File: config.mk
export PLATFORM = sky130hd
export DESIGN_NAME = game_over
export DESIGN_NICKNAME = d
export VERILOG_FILES = /design/src/rtl/game_over.sv
export SDC_FILE = /design/constraint.sdc
export NUM_CORES = 1
export LEC_CHECK = 0
export CORE_MARGIN = 2
export CORE_UTILIZATION = 42
export CTS_CLUSTER_DIAMETER = 60
export DETAILED_ROUTE_END_ITERATION = 12
export PLACE_DENSITY = 0.57
export REMOVE_ABC_BUFFERS = 1
export SLEW_MARGIN = 25
export SYNTH_ARGS = -nofsm -noshare
export SYNTH_HDL_FRONTEND = slang
export SYNTH_SLANG_ARGS = --single-unit
File: constraint.sdc
create_clock -name clock -period 3.54 [get_ports clock]
set_clock_uncertainty 0.2 [all_clocks]
set_input_delay 0.708 -clock clock [delete_from_list [all_inputs] [get_ports clock]]
set_output_delay 0.708 -clock clock [all_outputs]
set_load 0.005 [all_outputs]
File: src/rtl/game_over.sv
// Sticky game-over flag driven by the snake collision signal, with a post-reset grace window.
// Optional consecutive-cycle collision filter enabled by defining GAME_OVER_FILTER_EN.
module game_over #(
  parameter int unsigned GRACE_CYCLES  = 4,
  parameter int unsigned FILTER_CYCLES = 2
) (
  input  logic clock,
  input  logic reset,
  input  logic collision,
  output logic gameOver
);

  // state       | meaning
  // S_ARMING    | grace window after reset, collision ignored
  // S_PLAYING   | game running, collision qualified
  // S_GAME_OVER | absorbing end state, gameOver=1
  localparam logic [1:0] S_ARMING    = 2'b00;
  localparam logic [1:0] S_PLAYING   = 2'b01;
  localparam logic [1:0] S_GAME_OVER = 2'b10;

  localparam logic [15:0] GRACE_TC = 16'(GRACE_CYCLES);

  logic [1:0]  r_state;
  logic [1:0]  w_state_nxt;
  logic [15:0] r_grace_cnt;
  logic        r_game_over;
  logic        w_game_over_d;
  logic        w_grace_done;
  logic        w_col_hit;

  assign w_grace_done = (r_grace_cnt == GRACE_TC);

  // Grace counter stays cleared outside ARMING so a recovery from a bad encoding starts fresh.
  always_ff @(posedge clock) begin
    if (reset) begin
      r_grace_cnt <= '0;
    end else if (r_state != S_ARMING) begin
      r_grace_cnt <= '0;
    end else if (!w_grace_done) begin
      r_grace_cnt <= r_grace_cnt + 16'd1;
    end
  end

`ifdef GAME_OVER_FILTER_EN
  localparam logic [7:0] FILT_TC = 8'(FILTER_CYCLES - 1);

  logic [7:0] r_filt_cnt;

  always_ff @(posedge clock) begin
    if (reset || (r_state != S_PLAYING) || !collision) begin
      r_filt_cnt <= '0;
    end else if (r_filt_cnt != 8'hFF) begin
      r_filt_cnt <= r_filt_cnt + 8'd1;
    end
  end

  assign w_col_hit = collision && (r_filt_cnt >= FILT_TC);
`else
  // FILTER_CYCLES has no effect in this build.
  if (FILTER_CYCLES == 0) begin : g_filter_ignored
  end

  assign w_col_hit = collision;
`endif

  always_ff @(posedge clock) begin
    if (reset) begin
      r_state     <= S_ARMING;
      r_game_over <= 1'b0;
    end else begin
      r_state     <= w_state_nxt;
      r_game_over <= w_game_over_d;
    end
  end

  always_comb begin
    w_state_nxt = S_ARMING;
    case (r_state)
      S_ARMING:    w_state_nxt = w_grace_done ? S_PLAYING : S_ARMING;
      S_PLAYING:   w_state_nxt = w_col_hit ? S_GAME_OVER : S_PLAYING;
      S_GAME_OVER: w_state_nxt = S_GAME_OVER;
      default:     w_state_nxt = S_ARMING;
    endcase
  end

  always_comb begin
    w_game_over_d = (w_state_nxt == S_GAME_OVER);
  end

  assign gameOver = r_game_over;

endmodule

==> results of run 1 <==
through the flow:
stage | hold WS (ps) | setup slack [ps] | power [W] | std cells
global route | 313.8 | 1099 | 0.0004172 | 132
detailed placement | 278.6 | 871.8 | 0.0002883 | 128
CTS | 293.0 | 1189 | 0.0003983 | 132
global placement | 277.3 | 901.4 | 0.0002875 | 128
floorplan | 250.5 | 1487 | 0.0002725 | 98
finish | 293.4 | 1193 | 0.0003915 | 132
how the worst min path moves through the flow:
stage,from,end,slack [ps]
floorplan,r_state[1],r_state[0],250
global placement,r_state[1],r_state[0],280
detailed placement,r_state[1],r_state[0],280
CTS,r_state[1],r_state[0],290
global route,r_state[1],r_state[0],310
finish,r_state[1],r_state[0],290
power by group through the flow:
stage	logic, W	clock network (W)	registers (W)
6_report	0.0000472	0.000110	0.000234
5_1_grt	0.0000556	0.000125	0.000237
4_1_cts	0.0000485	0.000115	0.000235
3_5_place_dp	0.0000482	0	0.000240
3_3_place_gp	0.0000481	0	0.000239
2_1_floorplan	0.0000358	0	0.000237
registers in the layout, indices dropped and copies added (netlist names):
name,flops
r_state,2
gameOver,1
r_grace_cnt,16
routing by layer:
layer,track usage (%),up-vias
li1,-,363
met1,19.50,303
met2,22.75,10
met3,3.681,6
met4,8.571,0
met5,0,-
logic make-up after synthesis:
| kind of cell | synth area share [%] |
|---|---|
| simple gates | 29.53 |
| mux | 2.485 |
| flops | 44.44 |
| fa+ha+maj | 2.924 |
| buf+inv | 2.776 |
| xor+xnor | 10.23 |
| compound gates | 7.602 |
area by class of cell:
type	count	share of cell area (%)
Multi-Input combinational cell	75	48.13
Sequential cell	19	40.53
Tap cell	27	3.600
Timing Repair Buffer	3	3.200
Clock buffer	3	2.400
Inverter	4	1.600
Clock inverter	1	0.5333
Yosys cell counts:
cell type | n | share of area [%]
dfxtp_1 | 19 | 44
nor2_1 | 15 | 6.6
xnor2_1 | 9 | 9.2
nand2_1 | 7 | 3.1
nor3_1 | 7 | 4.1
a21oi_1 | 5 | 2.9
nand3_1 | 5 | 2.9
inv_1 | 4 | 1.8
nor4_1 | 4 | 2.9
nand4_1 | 3 | 2.2
o21ai_0 | 3 | 1.8
or3_1 | 3 | 2.2
ha_1 | 2 | 2.9
nor4b_1 | 2 | 2.0
a31o_2 | 1 | 1.0
a31oi_1 | 1 | 0.73
a41o_1 | 1 | 1.2
clkbuf_1 | 1 | 0.44
clkbuf_2 | 1 | 0.58
mux2_2 | 1 | 1.3
mux2i_1 | 1 | 1.2
nand2b_1 | 1 | 0.73
nand3b_1 | 1 | 0.88
nor2b_1 | 1 | 0.73
or4b_1 | 1 | 1.2
xor2_1 | 1 | 1.0
critical path, cell delays in order:
cell and delay [ps]:
clkdlybuf4s50_1 460, or3_1 560, or4b_1 560, o21ai_0 80
==> impl_metrics.csv, run 1 <==
group,metric,value,unit
run_status,status,"finished clean",
final_layout,area.sequential,380.4,um2
placement,place_area,910.9,um2
final_layout,antennaDiodeCount,0,
global_routing,grt_start_max_net_pins,17,
placement,numPortBuffers,3,
clocking,cts_tree,"yes",
placement,dp_hpwl,1064,um
timing,slew_violations,0,
critical_path,r2r_end,"r_state[0]",
floorplanning,die_w,49.14,um
detailed_routing,top_layer,"met4",
pwr,powerDensity,417.1,mW/mm2
detailed_routing,wire_per_inst,11.38,um
detailed_routing,wl_met2,673,um
clocking,clk-insertion-delay-late,300,ps
final_layout,nets,111,
timing,fmax,426.1,MHz
clocking,cts_root_buf,"clkbuf_4",
worst_hold_path,hold_depth,1,
floorplanning,fp.coreArea,0.001942,mm2
logic_synthesis,avgSynthCellArea,8.558,um2
logic_synthesis,synth.yosys.seq_area_share,44.44,%
timing,period_share,66.29,%
final_layout,area_delta_synth_final,9.649,%
clocking,ctsHoldBuffers,0,
detailed_routing,drc,0,
floorplanning,start_util,44.07,%
timing,maxSlewHeadroom,65.78,%
critical_path,worstPathMaxFanout,16,
final_layout,fillers,192,
detailed_routing,first_pass_iters,4,
pwr,seqPwrFrac,59.9,%
timing,setup_viol,0,
pwr,combPwrFrac,12.0,%
global_routing,grt_pass1_vias,627,
detailed_routing,wl_met1,758,um
final_layout,fin_area,938.4,um2
detailed_routing,wl_met3,34,um
pwr,power.share.clock,28.1,%
clocking,post-cts-setup-buffer-count,0,
pwr,switching_power,0.0001030,W
global_routing,grt.total_usage,15.06,%
clocking,h-tree-depth,1,
critical_path,cp_data_required_time,3570,ps
global_routing,grt_pass1_wl,2739,um
critical_path,r2r_cells,6,
clocking,numCtsBuffers,3,
floorplanning,fp.dieH,49.14,um
critical_path,critPathCapture,"r_grace_cnt[3]",
logic_synthesis,ys_types,26,
logic_synthesis,synth_area,855.8,um2
critical_path,crit_arrival,2380,ps
timing,rsz0062_at_grt,"false",
logic_synthesis,ys_warn_count,0,
timing,fin_setup_tns,0,ps
floorplanning,dieArea,0.002415,mm2
placement,place.gp.congestion,0.7699,
timing,finalHoldViolCount,0,
pwr,p_sw_share,26.30,%
logic_synthesis,ys_ff_latch,19,
pwr,intPower,0.0002885,W
clocking,cts_sinks,19,
critical_path,r2r_start,"r_grace_cnt[0]",
final_layout,final_common_cell,"dfxtp_1",
logic_synthesis,syn_inst,100,
detailed_routing,drt_iter0_markers,2,
clocking,cts_resized,0,
timing,worst_slew_pin_slew,513.4,ps
detailed_routing,vias,682,
critical_path,crit_path_start_kind,"input pin",
floorplanning,io_pins,4,
clocking,cts_max_path_buffers,2,
pwr,p_leak,0.3071,nW
detailed_routing,wl,1502,um
floorplanning,core.rowCount,16,
pwr,ir_drop,220.0,uV
global_routing,antenna_found_initial,0,
worst_hold_path,hold_path.class,"reg -> reg",
final_layout,multiInputGateArea,451.7,um2
clocking,cts.clk_slew.worst_paths,100,ps
final_layout,most-common-layout-cells,"dfxtp_1 (19), nor2_1 (15), xnor2_1 (9), nand2_1 (7), nor3_1 (7)",
critical_path,worst-setup-path-type,"in -> reg",
critical_path,setup.worst_path.start,"reset",
critical_path,worstSetupEndpointType,"flop",
detailed_routing,ant_nets,0,
final_layout,fin_util,48.32,%
run,drv_cap,0,
timing,final.min_clock_period,2347,ps
detailed_routing,vias_per_cell,5.167,
final_layout,drive_above_1_share,5.714,%
global_routing,grt-ovfl-total,0,
critical_path,regToRegSetupSlack,1530,ps
Power figures use the tool's default switching activity.
==> run 2, diff against run 1 <==
- clock period: 3.54 -> 2.4 ns (I/O delays scaled with it)
==> run 2 against run 1 <==
- wire length decreased by 0.47%
- non-clock buffer count grew 1
- worst hold slack got worse by 4.0 ps
- final cell count rose by 0.76%
- final area is 0.67% higher
- critical path depth increased by 2
- flip-flop and latch count stayed put
- largest power group unchanged
==> impl_metrics.csv, run 2 (same netlist as run 1, synthesis figures left out) <==
group,metric,value,unit
global_routing,grt_use_met2,21.17,%
global_routing,grt_start_max_net_pins,16,
critical_path,cp_data_required_time,2420,ps
clocking,cts_root_buf,"clkbuf_4",
global_routing,grt_pass1_vias,596,
critical_path,crit_family,"simple AND/OR/NAND/NOR gates",
placement,dp_hpwl,1041,um
final_layout,largest_register_ffs,16,
floorplanning,start_util,44.07,%
global_routing,top_usage_layer,"met2",
global_routing,grt_pass1_wl,2580,um
detailed_routing,vias_per_cell,5.173,
clocking,cts_max_path_buffers,2,
critical_path,regToRegSetupSlack,470,ps
timing,fmax,519.5,MHz
critical_path,crit_arrival,1940,ps
final_layout,nets,112,
clocking,ctsHoldBuffers,0,
clocking,cts_tree,"yes",
detailed_routing,first_pass_iters,4,
final_layout,fillers,207,
final_layout,final_common_cell,"dfxtp_1",
timing,finalHoldViolCount,0,
pwr,powerDensity,607.9,mW/mm2
floorplanning,core.rowCount,16,
placement,numPortBuffers,3,
global_routing,gr-usage-met1,18.75,%
clocking,numCtsBuffers,3,
worst_hold_path,hold_path.class,"reg -> reg",
clocking,clk-insertion-delay-late,290,ps
global_routing,antenna_found_initial,0,
detailed_routing,wl,1495,um
floorplanning,die_w,49.14,um
clocking,cts.clk_slew.worst_paths,100,ps
pwr,ir_drop,309.9,uV
timing,worst_slew_pin_slew,361.0,ps
critical_path,crit_buf_inv,1,
timing,setup_ws,474.9,ps
floorplanning,io_pins,4,
critical_path,worstPathMaxFanout,7,
clocking,cts_resized,0,
detailed_routing,drt_iter0_markers,5,
timing,period_share,80.21,%
global_routing,grt.total_usage,13.95,%
final_layout,regMostFlops,"r_grace_cnt",
floorplanning,fp.dieH,49.14,um
timing,slew_violations,0,
critical_path,worstSetupEndpointType,"flop",
run,drv_cap,0,
pwr,p_leak,0.3091,nW
clocking,post-cts-setup-buffer-count,0,
final_layout,most-common-layout-cells,"dfxtp_1 (19), nor2_1 (15), xnor2_1 (9), nand2_1 (7), nor3_1 (7)",
floorplanning,fp.coreArea,0.001942,mm2
critical_path,max_stage_delay,370,ps
placement,place.gp.congestion,0.7030,
timing,final.min_clock_period,1925,ps
timing,setup_viol,0,
critical_path,crit_chain,"inv_1, ha_1, nor4b_1, nand4_1, mux2_2, nor3_1",
critical_path,crit_path_start_kind,"flop",
timing,maxSlewHeadroom,75.75,%
critical_path,cpMaxStageDelayCell,"mux2_2",
timing,rsz0062_at_grt,"false",
final_layout,antennaDiodeCount,0,
floorplanning,dieArea,0.002415,mm2
placement,place_ws,259.9,ps
critical_path,worst-setup-path-type,"reg -> reg",
final_layout,area_delta_synth_final,10.38,%
detailed_routing,drc,0,
run_status,status,"finished clean",
detailed_routing,ant_nets,0,
final_layout,drive_above_1_share,5.660,%
global_routing,grt-ovfl-total,0,
clocking,h-tree-depth,1,
clocking,cts_sinks,19,
timing,fin_setup_tns,0,ps
detailed_routing,wire_per_inst,11.24,um
detailed_routing,vias,688,
global_routing,use_met3,3.681,%
==> run 2: final cells by class <==
| type | count | area [um2] | share of cell area (%) |
|---|---|---|---|
| Multi-Input combinational cell | 75 | 451.7 | 47.81 |
| Sequential cell | 19 | 380.4 | 40.26 |
| Timing Repair Buffer | 4 | 37.54 | 3.974 |
| Tap cell | 27 | 33.78 | 3.576 |
| Clock buffer | 4 | 26.28 | 2.781 |
| Inverter | 4 | 15.01 | 1.589 |
==> run 2: per-stage QoR <==
step,hold WS [ps],power [W],instance area [um2],util [%],instances
2_1_floorplan,250.5,0.0004019,847.1,-,98
3_3_place_gp,279.0,0.0004241,918.4,47.29,129
3_5_place_dp,280.2,0.0004264,918.4,47.29,129
4_1_cts,295.9,0.0005852,944.7,48.65,133
5_1_grt,328.1,0.0006103,944.7,48.65,133
6_report,289.4,0.0005742,944.7,48.65,133
==> run 2: final timing paths <==
path	endpoint	depth (start not counted)	startpoint
worst min-delay path	r_state[0]	1	r_state[1]
worst min register to register	r_state[0]	1	r_state[1]
worst max-delay path	r_state[0]	6	r_grace_cnt[0]
worst max register to register	r_state[0]	6	r_grace_cnt[0]
==> run 2: power by group <==
part           internal [W]  leakage [nW]  switching [W]
logic             0.0000364         0.141      0.0000360
registers          0.000330         0.154      0.0000156
clock network     0.0000646        0.0150      0.0000922
==> run 2: metal layers <==
layer / vias up / share of wire, %
met2: 9 / 45
met1: 312 / 51
met4: 0 / 1.0
met5: - / 0
met3: 2 / 3.1
li1: 365 / -
==> run 3, diff against run 2 <==
- PLACE_DENSITY: 0.57 -> 0.59
- clock period: 2.4 -> 1.55 ns (I/O delays scaled with it)
==> run 3 against run 2 <==
- the flow now finishes with violations (negative setup slack)
- wire length grew 38%
- sequential share of layout area decreased by 11 points
- die area stayed put
- via count is 15% higher
- critical path depth rose by 1
==> impl_metrics.csv, run 3 (same netlist as run 1, synthesis figures left out) <==
group,metric,value,unit
critical_path,cp_data_required_time,1560,ps
final_layout,multiInputGateArea,598.1,um2
detailed_routing,drt_iter0_markers,14,
critical_path,worst-setup-path-type,"reg -> reg",
clocking,clk-insertion-delay-late,310,ps
critical_path,crit_path_start_kind,"flop",
pwr,powerDensity,800.4,mW/mm2
pwr,ir_drop,778.9,uV
critical_path,crit_buf_inv,2,
run_status,status,"complete, but fails checks",
detailed_routing,drc,0,
final_layout,regMostFlops,"r_grace_cnt",
clocking,cts_tree,"yes",
timing,fin_setup_tns,-700.4,ps
final_layout,area.sequential,394.1,um2
timing,worst_slew_pin_slew,284.0,ps
clocking,cts_sinks,19,
floorplanning,core.rowCount,16,
worst_hold_path,hold_path.class,"reg -> reg",
critical_path,max_stage_delay,350,ps
critical_path,worstSetupEndpointType,"flop",
global_routing,grt-ovfl-total,0,
final_layout,final_common_cell,"buf_4",
final_layout,nets,140,
placement,place.gp.congestion,0.7373,
timing,rsz0062_at_grt,"true",
timing,setup_ws,-157.0,ps
critical_path,crit_arrival,1720,ps
placement,place_inst,151,
placement,place_area,0.001084,mm2
floorplanning,dieArea,0.002415,mm2
floorplanning,start_util,44.07,%
timing,setup_viol,9,
critical_path,worstPathMaxFanout,5,
timing,final.min_clock_period,1707,ps
final_layout,largest_register_ffs,16,
floorplanning,fp.coreArea,0.001942,mm2
critical_path,cpMaxStageDelayCell,"dfxtp_2",
timing,finalHoldViolCount,0,
final_layout,drive_above_1_share,45.52,%
floorplanning,die_w,49.14,um
critical_path,crit_family,"simple AND/OR/NAND/NOR gates",
final_layout,fin_area,0.001325,mm2
final_layout,fillers,167,
pwr,p_leak,0.5564,nW
final_layout,antennaDiodeCount,0,
timing,fmax,585.8,MHz
clocking,h-tree-depth,1,
timing,holdWs,329.6,ps
run_status,failed_checks,"negative setup slack",
placement,numPortBuffers,3,
critical_path,crit_chain,"inv_2, ha_4, nor4b_4, nand4_1, buf_4, mux2i_1, nor2_1",
global_routing,grt.total_usage,18.10,%
run,drv_cap,0,
clocking,numCtsBuffers,3,
timing,maxSlewHeadroom,80.89,%
global_routing,grt_start_max_net_pins,16,
final_layout,fin_cells,161,
detailed_routing,first_pass_iters,4,
final_layout,most-common-layout-cells,"buf_4 (27), nor2_1 (13), dfxtp_1 (10), xnor2_1 (9), dfxtp_2 (8)",
clocking,cts_max_path_buffers,2,
final_layout,area_delta_synth_final,54.82,%
global_routing,antenna_found_initial,0,
detailed_routing,wire_per_inst,12.79,um
global_routing,grt_pass1_wl,3325,um
timing,slew_violations,0,
placement,dp_hpwl,1245,um
floorplanning,io_pins,4,
floorplanning,fp.dieH,49.14,um
detailed_routing,ant_nets,0,
detailed_routing,vias,790,
detailed_routing,vias_per_cell,4.907,
clocking,cts_root_buf,"clkbuf_4",
clocking,cts.clk_slew.worst_paths,110,ps
detailed_routing,wl,2059,um
timing,period_share,110.1,%
global_routing,grt_pass1_vias,779,
==> run 3: cell count changes in the layout (fill, tap and decap cells not counted), moves of 3 or more <==
cell and delta:
nor3_1 -3, dfxtp_1 -9, dfxtp_2 +8, nor4_1 -3
buf_4 +26, nor4_4 +3
==> run 3: worst paths after layout <==
path,start,end,slack [ps],depth (start not counted)
setup / recovery,r_grace_cnt[0],r_grace_cnt[1],-160,7
hold reg to reg,r_state[1],r_state[0],330,2
setup reg to reg,r_grace_cnt[0],r_grace_cnt[1],-160,7
hold / removal,r_state[1],r_state[0],330,2
==> run 3: repair_timing <==
| item | in CTS | in global routing |
|---|---|---|
| setup buffers | 3 | 3 |
| pin swaps | 5 | 11 |
| hold buffers | 0 | 0 |
| resized for setup | 21 | 20 |
| endpoints found under the setup margin | 17 | 14 |
==> run 3: where the power goes <==
part / switching [W] / leakage, nW / internal (W)
clock network: 0.000169 / 0.0139 / 0.0000986
registers: 0.0000207 / 0.158 / 0.000513
logic: 0.000116 / 0.384 / 0.000144
total: 0.000305 / 0.556 / 0.000755
==> run 3: layout make-up <==
cell class | instances | area share, %
clock buffers | 3 | 1.700
clock inverters | 1 | 0.5666
inverters | 4 | 1.133
multi-input cells | 75 | 45.14
flip-flops and latches | 19 | 29.75
well taps | 27 | 2.550
repair buffers | 32 | 19.17
==> run 3: routing by layer <==
metal | track usage (%) | vias up | share of wire [%]
li1 | - | 418 | -
met1 | 20.82 | 363 | 47
met2 | 31.08 | 4 | 49
met3 | 6.748 | 5 | 2.7
met4 | 5.238 | 0 | 0.97
met5 | 0 | - | 0
==> run 3: metrics by stage <==
stage	worst slack, ps	total power [W]	utilization (%)
finish	-157.0	0.001061	68.23
global route	-262.4	0.001127	68.23
CTS	-126.2	0.001018	62.44
floorplan	-171.4	0.0006223	-
detailed placement	-346.4	0.0007042	55.80
global placement	-324.2	0.0006993	55.80
==> run 3: worst reg2reg max path, cell delays in order, from the launching register on <==
cell	delay (ps)
dfxtp_2	350
inv_2	60
ha_4	120
nor4b_4	190
nand4_1	240
buf_4	230
mux2i_1	160
nor2_1	60
